$ cat src/rtl/fp16_pkg.sv
// rtl/fp16_pkg.sv - shared FP16 field widths, constants, flag struct and helpers
package fp16_pkg;

  localparam int FP16_SIGN_W  = 1;
  localparam int FP16_EXP_W   = 5;
  localparam int FP16_FRAC_W  = 10;
  localparam int FP16_W       = FP16_SIGN_W + FP16_EXP_W + FP16_FRAC_W;
  localparam int FP16_BIAS    = 15;
  localparam int FP16_EXP_MAX = 2 * FP16_BIAS + 1;

  localparam logic [15:0] FP16_QNAN = 16'h7E00;
  localparam logic [15:0] FP16_PINF = 16'h7C00;

  typedef struct packed {
    logic nan;
    logic overflow;
    logic inexact;
  } fp16_flags_t;

  typedef enum logic {ST_IDLE, ST_ACC} acc_state_t;

  // Leading-zero count of a 15-bit word; 15 when the word is zero.
  function automatic logic [3:0] lzc15(input logic [14:0] v);
    lzc15 = 4'd15;
    for (int i = 0; i < 15; i++) begin
      if (v[i]) lzc15 = 4'(14 - i);
    end
  endfunction

endpackage

$ cat src/rtl/fp16_dot_accum_if.sv
// rtl/fp16_dot_accum_if.sv - product stream in, burst result FIFO out
interface fp16_dot_accum_if #(parameter int CNT_W = 8);

  logic             in_valid;
  logic [15:0]      in_data;
  logic             in_last;
  logic             in_overflow;
  logic             in_nan;
  logic             in_precision_lost;
  logic             out_valid;
  logic             out_ready;
  logic [15:0]      out_sum;
  logic [CNT_W-1:0] out_count;
  logic             out_nan;
  logic             out_overflow;
  logic             out_inexact;
  logic             drop_err;

  modport master (
    output in_valid, in_data, in_last, in_overflow, in_nan, in_precision_lost, out_ready,
    input  out_valid, out_sum, out_count, out_nan, out_overflow, out_inexact, drop_err
  );

  modport slave (
    input  in_valid, in_data, in_last, in_overflow, in_nan, in_precision_lost, out_ready,
    output out_valid, out_sum, out_count, out_nan, out_overflow, out_inexact, drop_err
  );

endinterface

$ cat src/rtl/fp16_add_comb.sv
// rtl/fp16_add_comb.sv - combinational FP16 adder with FTZ and round-to-nearest-even
module fp16_add_comb
  import fp16_pkg::*;
(
  input  logic [FP16_W-1:0] a,
  input  logic [FP16_W-1:0] b,
  output logic [FP16_W-1:0] sum,
  output logic              nan,
  output logic              overflow,
  output logic              inexact
);

  localparam logic signed [6:0] EXP_MAX_S = 7'(FP16_EXP_MAX);

  logic                   sa, sb;
  logic [FP16_EXP_W-1:0]  ea, eb;
  logic [FP16_FRAC_W-1:0] fa, fb;
  assign {sa, ea, fa} = a;
  assign {sb, eb, fb} = b;

  // Exponent 0 is flushed to a signed zero; infinities and NaNs sit at exponent 31.
  logic a_sub, b_sub, a_nan, b_nan, a_inf, b_inf;
  assign a_sub = (ea == '0);
  assign b_sub = (eb == '0);
  assign a_nan = (ea == '1) && (fa != '0);
  assign b_nan = (eb == '1) && (fb != '0);
  assign a_inf = (ea == '1) && (fa == '0);
  assign b_inf = (eb == '1) && (fb == '0);

  // Significands carry hidden bit at [13] and guard/round/sticky at [2:0].
  logic [13:0] ma, mb;
  assign ma = a_sub ? 14'b0 : {1'b1, fa, 3'b000};
  assign mb = b_sub ? 14'b0 : {1'b1, fb, 3'b000};

  logic a_big;
  assign a_big = ({ea, fa} & {15{~a_sub}}) >= ({eb, fb} & {15{~b_sub}});

  logic                  big_s;
  logic [FP16_EXP_W-1:0] big_e, d;
  logic [13:0]           big_m, small_m, aligned;
  assign big_s   = a_big ? sa : sb;
  assign big_e   = a_big ? ea : eb;
  assign d       = a_big ? (ea - eb) : (eb - ea);
  assign big_m   = a_big ? ma : mb;
  assign small_m = a_big ? mb : ma;
  // Bits shifted past the sticky position collapse into bit 0.
  assign aligned = (small_m >> d) | {13'b0, |(small_m & ~(14'h3FFF << d))};

  logic [14:0] sum_raw, shl;
  logic [3:0]  lz;
  logic        carry;
  assign sum_raw = (sa ^ sb) ? ({1'b0, big_m} - {1'b0, aligned})
                             : ({1'b0, big_m} + {1'b0, aligned});
  assign lz      = lzc15(sum_raw);
  assign carry   = sum_raw[14];
  assign shl     = sum_raw << (lz - 4'd1);

  logic [13:0]        norm;
  logic signed [6:0]  e_res, e_fin;
  assign norm  = carry ? {sum_raw[14:2], sum_raw[1] | sum_raw[0]} : shl[13:0];
  assign e_res = carry ? ($signed({2'b00, big_e}) + 7'sd1)
                       : ($signed({2'b00, big_e}) - $signed({3'b000, lz}) + 7'sd1);

  logic        g_bit, rest, rnd_up;
  logic [11:0] mant;
  assign g_bit  = norm[2];
  assign rest   = norm[1] | norm[0];
  assign rnd_up = g_bit & (rest | norm[3]);
  assign mant   = {1'b0, norm[13:3]} + {11'b0, rnd_up};
  assign e_fin  = e_res + (mant[11] ? 7'sd1 : 7'sd0);

  // Special operands first, then exact zero, then the rounded finite result.
  always_comb begin
    sum      = '0;
    nan      = 1'b0;
    overflow = 1'b0;
    inexact  = (a_sub & (fa != '0)) | (b_sub & (fb != '0));
    if (a_nan || b_nan || (a_inf && b_inf && (sa != sb))) begin
      sum = FP16_QNAN;
      nan = 1'b1;
    end else if (a_inf) begin
      sum = {sa, FP16_PINF[14:0]};
    end else if (b_inf) begin
      sum = {sb, FP16_PINF[14:0]};
    end else if (sum_raw == '0) begin
      sum = {sa & sb, 15'b0};
    end else begin
      inexact = inexact | g_bit | rest;
      if (e_fin >= EXP_MAX_S) begin
        sum      = {big_s, FP16_PINF[14:0]};
        overflow = 1'b1;
      end else if (e_fin <= 7'sd0) begin
        sum     = {big_s, 15'b0};
        inexact = 1'b1;
      end else begin
        sum = {big_s, e_fin[4:0], mant[11] ? mant[10:1] : mant[9:0]};
      end
    end
  end

endmodule

$ cat src/rtl/fp16_dot_accum.sv
// rtl/fp16_dot_accum.sv - per-burst FP16 accumulator with 2-entry result FIFO
module fp16_dot_accum
  import fp16_pkg::*;
#(
  parameter int CNT_W = 8
) (
  input logic              clk,
  input logic              rstn,
  fp16_dot_accum_if.slave  bus
);

  localparam logic [CNT_W-1:0] CNT_MAX = '1;

  typedef struct packed {
    logic [FP16_W-1:0] sum;
    logic [CNT_W-1:0]  count;
    fp16_flags_t       flags;
  } fifo_entry_t;

  acc_state_t        state;
  logic [FP16_W-1:0] acc;
  logic [CNT_W-1:0]  cnt;
  fp16_flags_t       acc_flags;

  // In IDLE the adder sees +0, so the first beat loads through the same FTZ/NaN rules.
  logic [FP16_W-1:0] add_sum;
  logic              add_nan, add_ovf, add_inexact;
  fp16_add_comb u_add (
    .a        (state == ST_IDLE ? '0 : acc),
    .b        (bus.in_data),
    .sum      (add_sum),
    .nan      (add_nan),
    .overflow (add_ovf),
    .inexact  (add_inexact)
  );

  logic [CNT_W-1:0] cnt_next;
  fp16_flags_t      flags_next;
  assign cnt_next = (state == ST_IDLE) ? CNT_W'(1) : ((cnt == CNT_MAX) ? cnt : cnt + 1'b1);
  assign flags_next.nan      = acc_flags.nan      | bus.in_nan            | add_nan;
  assign flags_next.overflow = acc_flags.overflow | bus.in_overflow       | add_ovf;
  assign flags_next.inexact  = acc_flags.inexact  | bus.in_precision_lost | add_inexact;

  // Burst FSM: hold the partial sum until the last beat, then clear for the next burst.
  always_ff @(posedge clk) begin
    if (!rstn) begin
      state     <= ST_IDLE;
      acc       <= '0;
      cnt       <= '0;
      acc_flags <= '0;
    end else if (bus.in_valid) begin
      if (bus.in_last) begin
        state     <= ST_IDLE;
        acc       <= '0;
        cnt       <= '0;
        acc_flags <= '0;
      end else begin
        state     <= ST_ACC;
        acc       <= add_sum;
        cnt       <= cnt_next;
        acc_flags <= flags_next;
      end
    end
  end

  fifo_entry_t mem [2];
  logic        rd_ptr, wr_ptr;
  logic [1:0]  occ;
  logic        push_req, push, pop, full;
  fifo_entry_t head;

  assign full     = (occ == 2'd2);
  assign pop      = (occ != 2'd0) & bus.out_ready;
  assign push_req = bus.in_valid & bus.in_last;
  // A full FIFO still accepts a result when its head leaves in the same cycle.
  assign push     = push_req & (~full | pop);
  assign head     = mem[rd_ptr];

  // Result FIFO storage, pointers, occupancy and sticky drop indication.
  always_ff @(posedge clk) begin
    if (!rstn) begin
      mem[0]       <= '0;
      mem[1]       <= '0;
      rd_ptr       <= 1'b0;
      wr_ptr       <= 1'b0;
      occ          <= 2'd0;
      bus.drop_err <= 1'b0;
    end else begin
      if (push) begin
        mem[wr_ptr] <= '{sum: add_sum, count: cnt_next, flags: flags_next};
        wr_ptr      <= ~wr_ptr;
      end
      if (pop) rd_ptr <= ~rd_ptr;
      case ({push, pop})
        2'b10:   occ <= occ + 2'd1;
        2'b01:   occ <= occ - 2'd1;
        default: occ <= occ;
      endcase
      if (push_req && !push) bus.drop_err <= 1'b1;
    end
  end

  assign bus.out_valid    = (occ != 2'd0);
  assign bus.out_sum      = bus.out_valid ? head.sum : '0;
  assign bus.out_count    = bus.out_valid ? head.count : '0;
  assign bus.out_nan      = bus.out_valid & head.flags.nan;
  assign bus.out_overflow = bus.out_valid & head.flags.overflow;
  assign bus.out_inexact  = bus.out_valid & head.flags.inexact;

endmodule

$ cat src/flat_wrapper.sv
// flat-port wrapper written by rule: the top's interface ports become plain ports
module fp16_dot_accum_flat import fp16_pkg::*;
#(
  parameter int CNT_W = 8
)
  (clk, rstn, bus_in_valid, bus_in_data, bus_in_last, bus_in_overflow, bus_in_nan, bus_in_precision_lost, bus_out_ready, bus_out_valid, bus_out_sum, bus_out_count, bus_out_nan, bus_out_overflow, bus_out_inexact, bus_drop_err);
  fp16_dot_accum_if #(.CNT_W(CNT_W)) bus_i ();
  input logic clk;
  input logic rstn;
  input wire logic [$bits(bus_i.in_valid)-1:0] bus_in_valid;
  input wire logic [$bits(bus_i.in_data)-1:0] bus_in_data;
  input wire logic [$bits(bus_i.in_last)-1:0] bus_in_last;
  input wire logic [$bits(bus_i.in_overflow)-1:0] bus_in_overflow;
  input wire logic [$bits(bus_i.in_nan)-1:0] bus_in_nan;
  input wire logic [$bits(bus_i.in_precision_lost)-1:0] bus_in_precision_lost;
  input wire logic [$bits(bus_i.out_ready)-1:0] bus_out_ready;
  output wire logic [$bits(bus_i.out_valid)-1:0] bus_out_valid;
  output wire logic [$bits(bus_i.out_sum)-1:0] bus_out_sum;
  output wire logic [$bits(bus_i.out_count)-1:0] bus_out_count;
  output wire logic [$bits(bus_i.out_nan)-1:0] bus_out_nan;
  output wire logic [$bits(bus_i.out_overflow)-1:0] bus_out_overflow;
  output wire logic [$bits(bus_i.out_inexact)-1:0] bus_out_inexact;
  output wire logic [$bits(bus_i.drop_err)-1:0] bus_drop_err;
  assign bus_i.in_valid = bus_in_valid;
  assign bus_i.in_data = bus_in_data;
  assign bus_i.in_last = bus_in_last;
  assign bus_i.in_overflow = bus_in_overflow;
  assign bus_i.in_nan = bus_in_nan;
  assign bus_i.in_precision_lost = bus_in_precision_lost;
  assign bus_i.out_ready = bus_out_ready;
  assign bus_out_valid = bus_i.out_valid;
  assign bus_out_sum = bus_i.out_sum;
  assign bus_out_count = bus_i.out_count;
  assign bus_out_nan = bus_i.out_nan;
  assign bus_out_overflow = bus_i.out_overflow;
  assign bus_out_inexact = bus_i.out_inexact;
  assign bus_drop_err = bus_i.drop_err;
  fp16_dot_accum #(.CNT_W(CNT_W)) u_core (.clk(clk), .rstn(rstn), .bus(bus_i));
endmodule
$ cat config.mk
export PLATFORM = sky130hd
export DESIGN_NAME = fp16_dot_accum_flat
export DESIGN_NICKNAME = d
export VERILOG_FILES = /design/src/rtl/fp16_pkg.sv /design/src/rtl/fp16_dot_accum_if.sv /design/src/rtl/fp16_add_comb.sv /design/src/rtl/fp16_dot_accum.sv /design/src/flat_wrapper.sv
export SDC_FILE = /design/constraint.sdc
export NUM_CORES = 1
export LEC_CHECK = 0
export CAP_MARGIN = 25
export CORE_MARGIN = 2
export CORE_UTILIZATION = 30
export DETAILED_ROUTE_END_ITERATION = 8
export HOLD_SLACK_MARGIN = 0.03
export PLACE_DENSITY = 0.49
export SETUP_SLACK_MARGIN = 0.15
export SYNTH_ARGS = -nofsm -noshare
export SYNTH_HDL_FRONTEND = slang
export SYNTH_SLANG_ARGS = --single-unit
export TNS_END_PERCENT = 20
$ cat constraint.sdc
create_clock -name clk -period 18.94 [get_ports clk]
set_clock_uncertainty 0.2 [all_clocks]
set_input_delay 3.788 -clock clk [delete_from_list [all_inputs] [get_ports clk]]
set_output_delay 3.788 -clock clk [all_outputs]
set_load 0.03 [all_outputs]
==> flow_summary.yaml <==
run_status:
  outcome: "completed"
global_route:
  grtUsageTotal: 0.1904
  antenna_found_initial: 0
  grt_pass1_wl_um: 53460
  overflow: 0
  grt_pass1_vias: 9350
  grt_max_degree: 41
logic_synthesis:
  ys.flop_type: "edfxtp_1"
  syn-cell-area_sq_mm: 0.01013
  syn_inst: 1276
  syn-mean-instance-area_sq_um: 7.940
  synth-edff-count: 54
  ys_seq_area_frac: 0.2272
  syn_nets: 1354
  synth.distinct_cells: 121
  ys_warn_count: 0
  synth_seq_cells: 88
  postSynth.asyncResetShare: 0
sta:
  fin_tns_setup_ns: 0
  period_share: 0.9287
  rsz0062_at_grt: "no"
  max_freq_ghz: 0.05685
  min_period_ns: 17.59
  slew_headroom: 0.3376
  tightest_slew_ns: 0.9861
  setup_violations: 0
  drv_slew: 0
  hold_violations: 0
route:
  num_vias: 9706
  antenna_left: 0
  drtPass1Iterations: 6
  vias_per_cell: 5.562
  wirelength_um: 33760
  drt_iter0_drc: 788
  drcViolationCount: 0
  wire_per_inst_um: 19.35
floorplan:
  die_w_um: 187.8
  coreArea_sq_mm: 0.03336
  initial_utilization: 0.3036
  pin_count: 53
  die_h_um: 187.8
  dieArea_sq_mm: 0.03526
  placementRows: 67
worst_hold_path:
  min-delay-path-class: "register to register"
placed_design:
  gp_congestion: 0.8989
  dp_hpwl_um: 26290
  portBuffers: 52
clocking:
  numClockSinks: 88
  cts_root_buf: "clkbuf_16"
  cts_buffer_depth: 2
  post_cts_buffers: 0
  clock_latency_ns: 0.34
  cts_max_level: 3
  clk_pin_slew_worst_paths_ns: 0.07
  ctsResizeCount: 0
  cts-buffers-inserted: 9
  cts_hold_buf: 0
  cts_tree: "built"
critical_path:
  crit_type: "input port to register"
  cp-end-kind: "register"
  cp-start-kind: "input port"
  max_stage_delay_ns: 0.65
  required_ns: 18.92
  crit_arrival_ns: 17.57
  slowest_stage: "or4_1"
  worstPathMaxFanout: 23
final_layout:
  multi_input_area_sq_mm: 0.007308
  nFillCells: 3600
  area_delta_synth_final_pct: 12.44
  seq_area_sq_mm: 0.002302
  final_nets: 1369
  drive_gt1_frac: 0.08873
run:
  max_cap_violations: 0
==> synthesized netlist by cell type, types with 12 or more instances <==
library cell  number  area, sq um
nor2_1           162        608.1
nand2_1          146        548.0
inv_1             65        244.0
o21ai_0           64        320.3
mux2i_1           59        590.6
edfxtp_1          54         1622
a21oi_1           52        260.3
ha_1              51        638.1
and2_1            39        244.0
clkbuf_1          38        142.6
dfxtp_1           34        680.7
nand3_1           34        170.2
nor3_1            27        135.1
xnor2_1           25        219.0
xor2_1            21        183.9
o211ai_1          20        150.1
a211oi_1          19        142.6
a21o_1            19        142.6
nor2b_1           18        112.6
o22ai_1           18        112.6
and3_1            17        106.4
a31oi_1           15        93.84
nand3b_1          13        97.59
or3_1             12        75.07
==> kinds of logic (layout without fill, tap and decap cells) <==
kind of cell	after synthesis	in the layout	share of synthesized area
AND/OR/NAND/NOR	528	528	0.2563
AO/OA/AOI/OAI	347	348	0.2597
buffers and inverters	135	154	0.05619
flip-flops	88	88	0.2272
multiplexers	72	72	0.08102
adder cells (fa/ha/maj)	55	55	0.06990
XOR/XNOR	51	51	0.04965
other	0	1	0
==> state kept, by name (all words and copies together) (netlist names), named ones only <==
signal,count
u_core.wr_ptr,1
u_core.bus.drop_err,1
u_core.rd_ptr,1
u_core.acc,16
u_core.mem,54
u_core.occ,2
u_core.acc_flags,3
u_core.state,1
u_core.cnt,8
==> critical path: cells and delay by family <==
kind            cells  cell delay (ns)
fa+ha+maj           5             1.48
xor+xnor            2             0.33
buf+inv             6             1.44
simple gates       24             5.41
compound gates     17             4.42
mux                 2             0.64
==> layout by cell type (no fill, tap or decap), drive strengths merged, types with 8 or more instances in the layout <==
cell type,Yosys,final
nor2,164,164
nand2,147,147
o21ai,76,77
inv,67,69
mux2i,61,61
a21oi,55,55
edfxtp,54,54
clkdlybuf4s50,0,52
ha,51,51
and2,43,43
nand3,34,34
dfxtp,34,34
nor3,27,27
xnor2,26,26
xor2,24,24
o211ai,22,22
a211oi,22,22
a21o,19,19
o22ai,19,19
buf,29,19
nor2b,18,18
and3,17,17
a31oi,16,16
nand3b,13,13
or3,13,13
nand2b,12,12
clkbuf,39,9
o21a,9,9
o221ai,8,8
or2,8,8
nand4,8,8
a22oi,8,8
nor4,8,8
==> area by class of cell <==
| class | instances | share of cell area |
|---|---|---|
| clock buffers | 9 | 0.01977 |
| multi-input cells | 1054 | 0.6416 |
| clock inverters | 7 | 0.006151 |
| well taps | 448 | 0.04921 |
| inverters | 67 | 0.02230 |
| repair buffers | 71 | 0.05866 |
| flip-flops and latches | 88 | 0.2021 |
| diodes | 1 | 0.0002197 |
==> through the flow <==
step,hold slack (ns),area (sq um),worst slack (ns),cells,utilization
finish,0.2507,11390,1.350,1745,0.3414
global route,0.2740,11390,0.2914,1744,0.3413
floorplan,0.2258,10130,3.495,1276,-
global placement,0.2336,11040,1.140,1725,0.3308
detailed placement,0.2373,11040,0.7271,1726,0.3310
CTS,0.2476,11340,1.042,1742,0.3398
==> final timing paths <==
check / to / cells after the start / start / slack [ns]
setup / recovery: u_core.mem[1][17]$_SDFFCE_PN0P_ / 56 / bus_in_data[13] / 1.35
hold / removal: u_core.acc_flags[2]$_SDFFE_PN0P_ / 2 / u_core.acc_flags[2]$_SDFFE_PN0P_ / 0.25
setup reg to reg: u_core.mem[1][17]$_SDFFCE_PN0P_ / 54 / u_core.state$_SDFFE_PN0P_ / 5.03
hold reg to reg: u_core.acc_flags[2]$_SDFFE_PN0P_ / 2 / u_core.acc_flags[2]$_SDFFE_PN0P_ / 0.25
==> metal layers <==
| metal | share of wire | GRT usage | wire length [um] |
|---|---|---|---|
| met4 | 0.022 | 0.04755 | 750 |
| met2 | 0.45 | 0.3021 | 15160 |
| met3 | 0.050 | 0.02676 | 1678 |
| met1 | 0.48 | 0.2712 | 16170 |
| met5 | 0 | 0 | 0 |
Power is not shown: default switching activity piles up to over one toggle a cycle in this logic, so the estimate is an artifact.
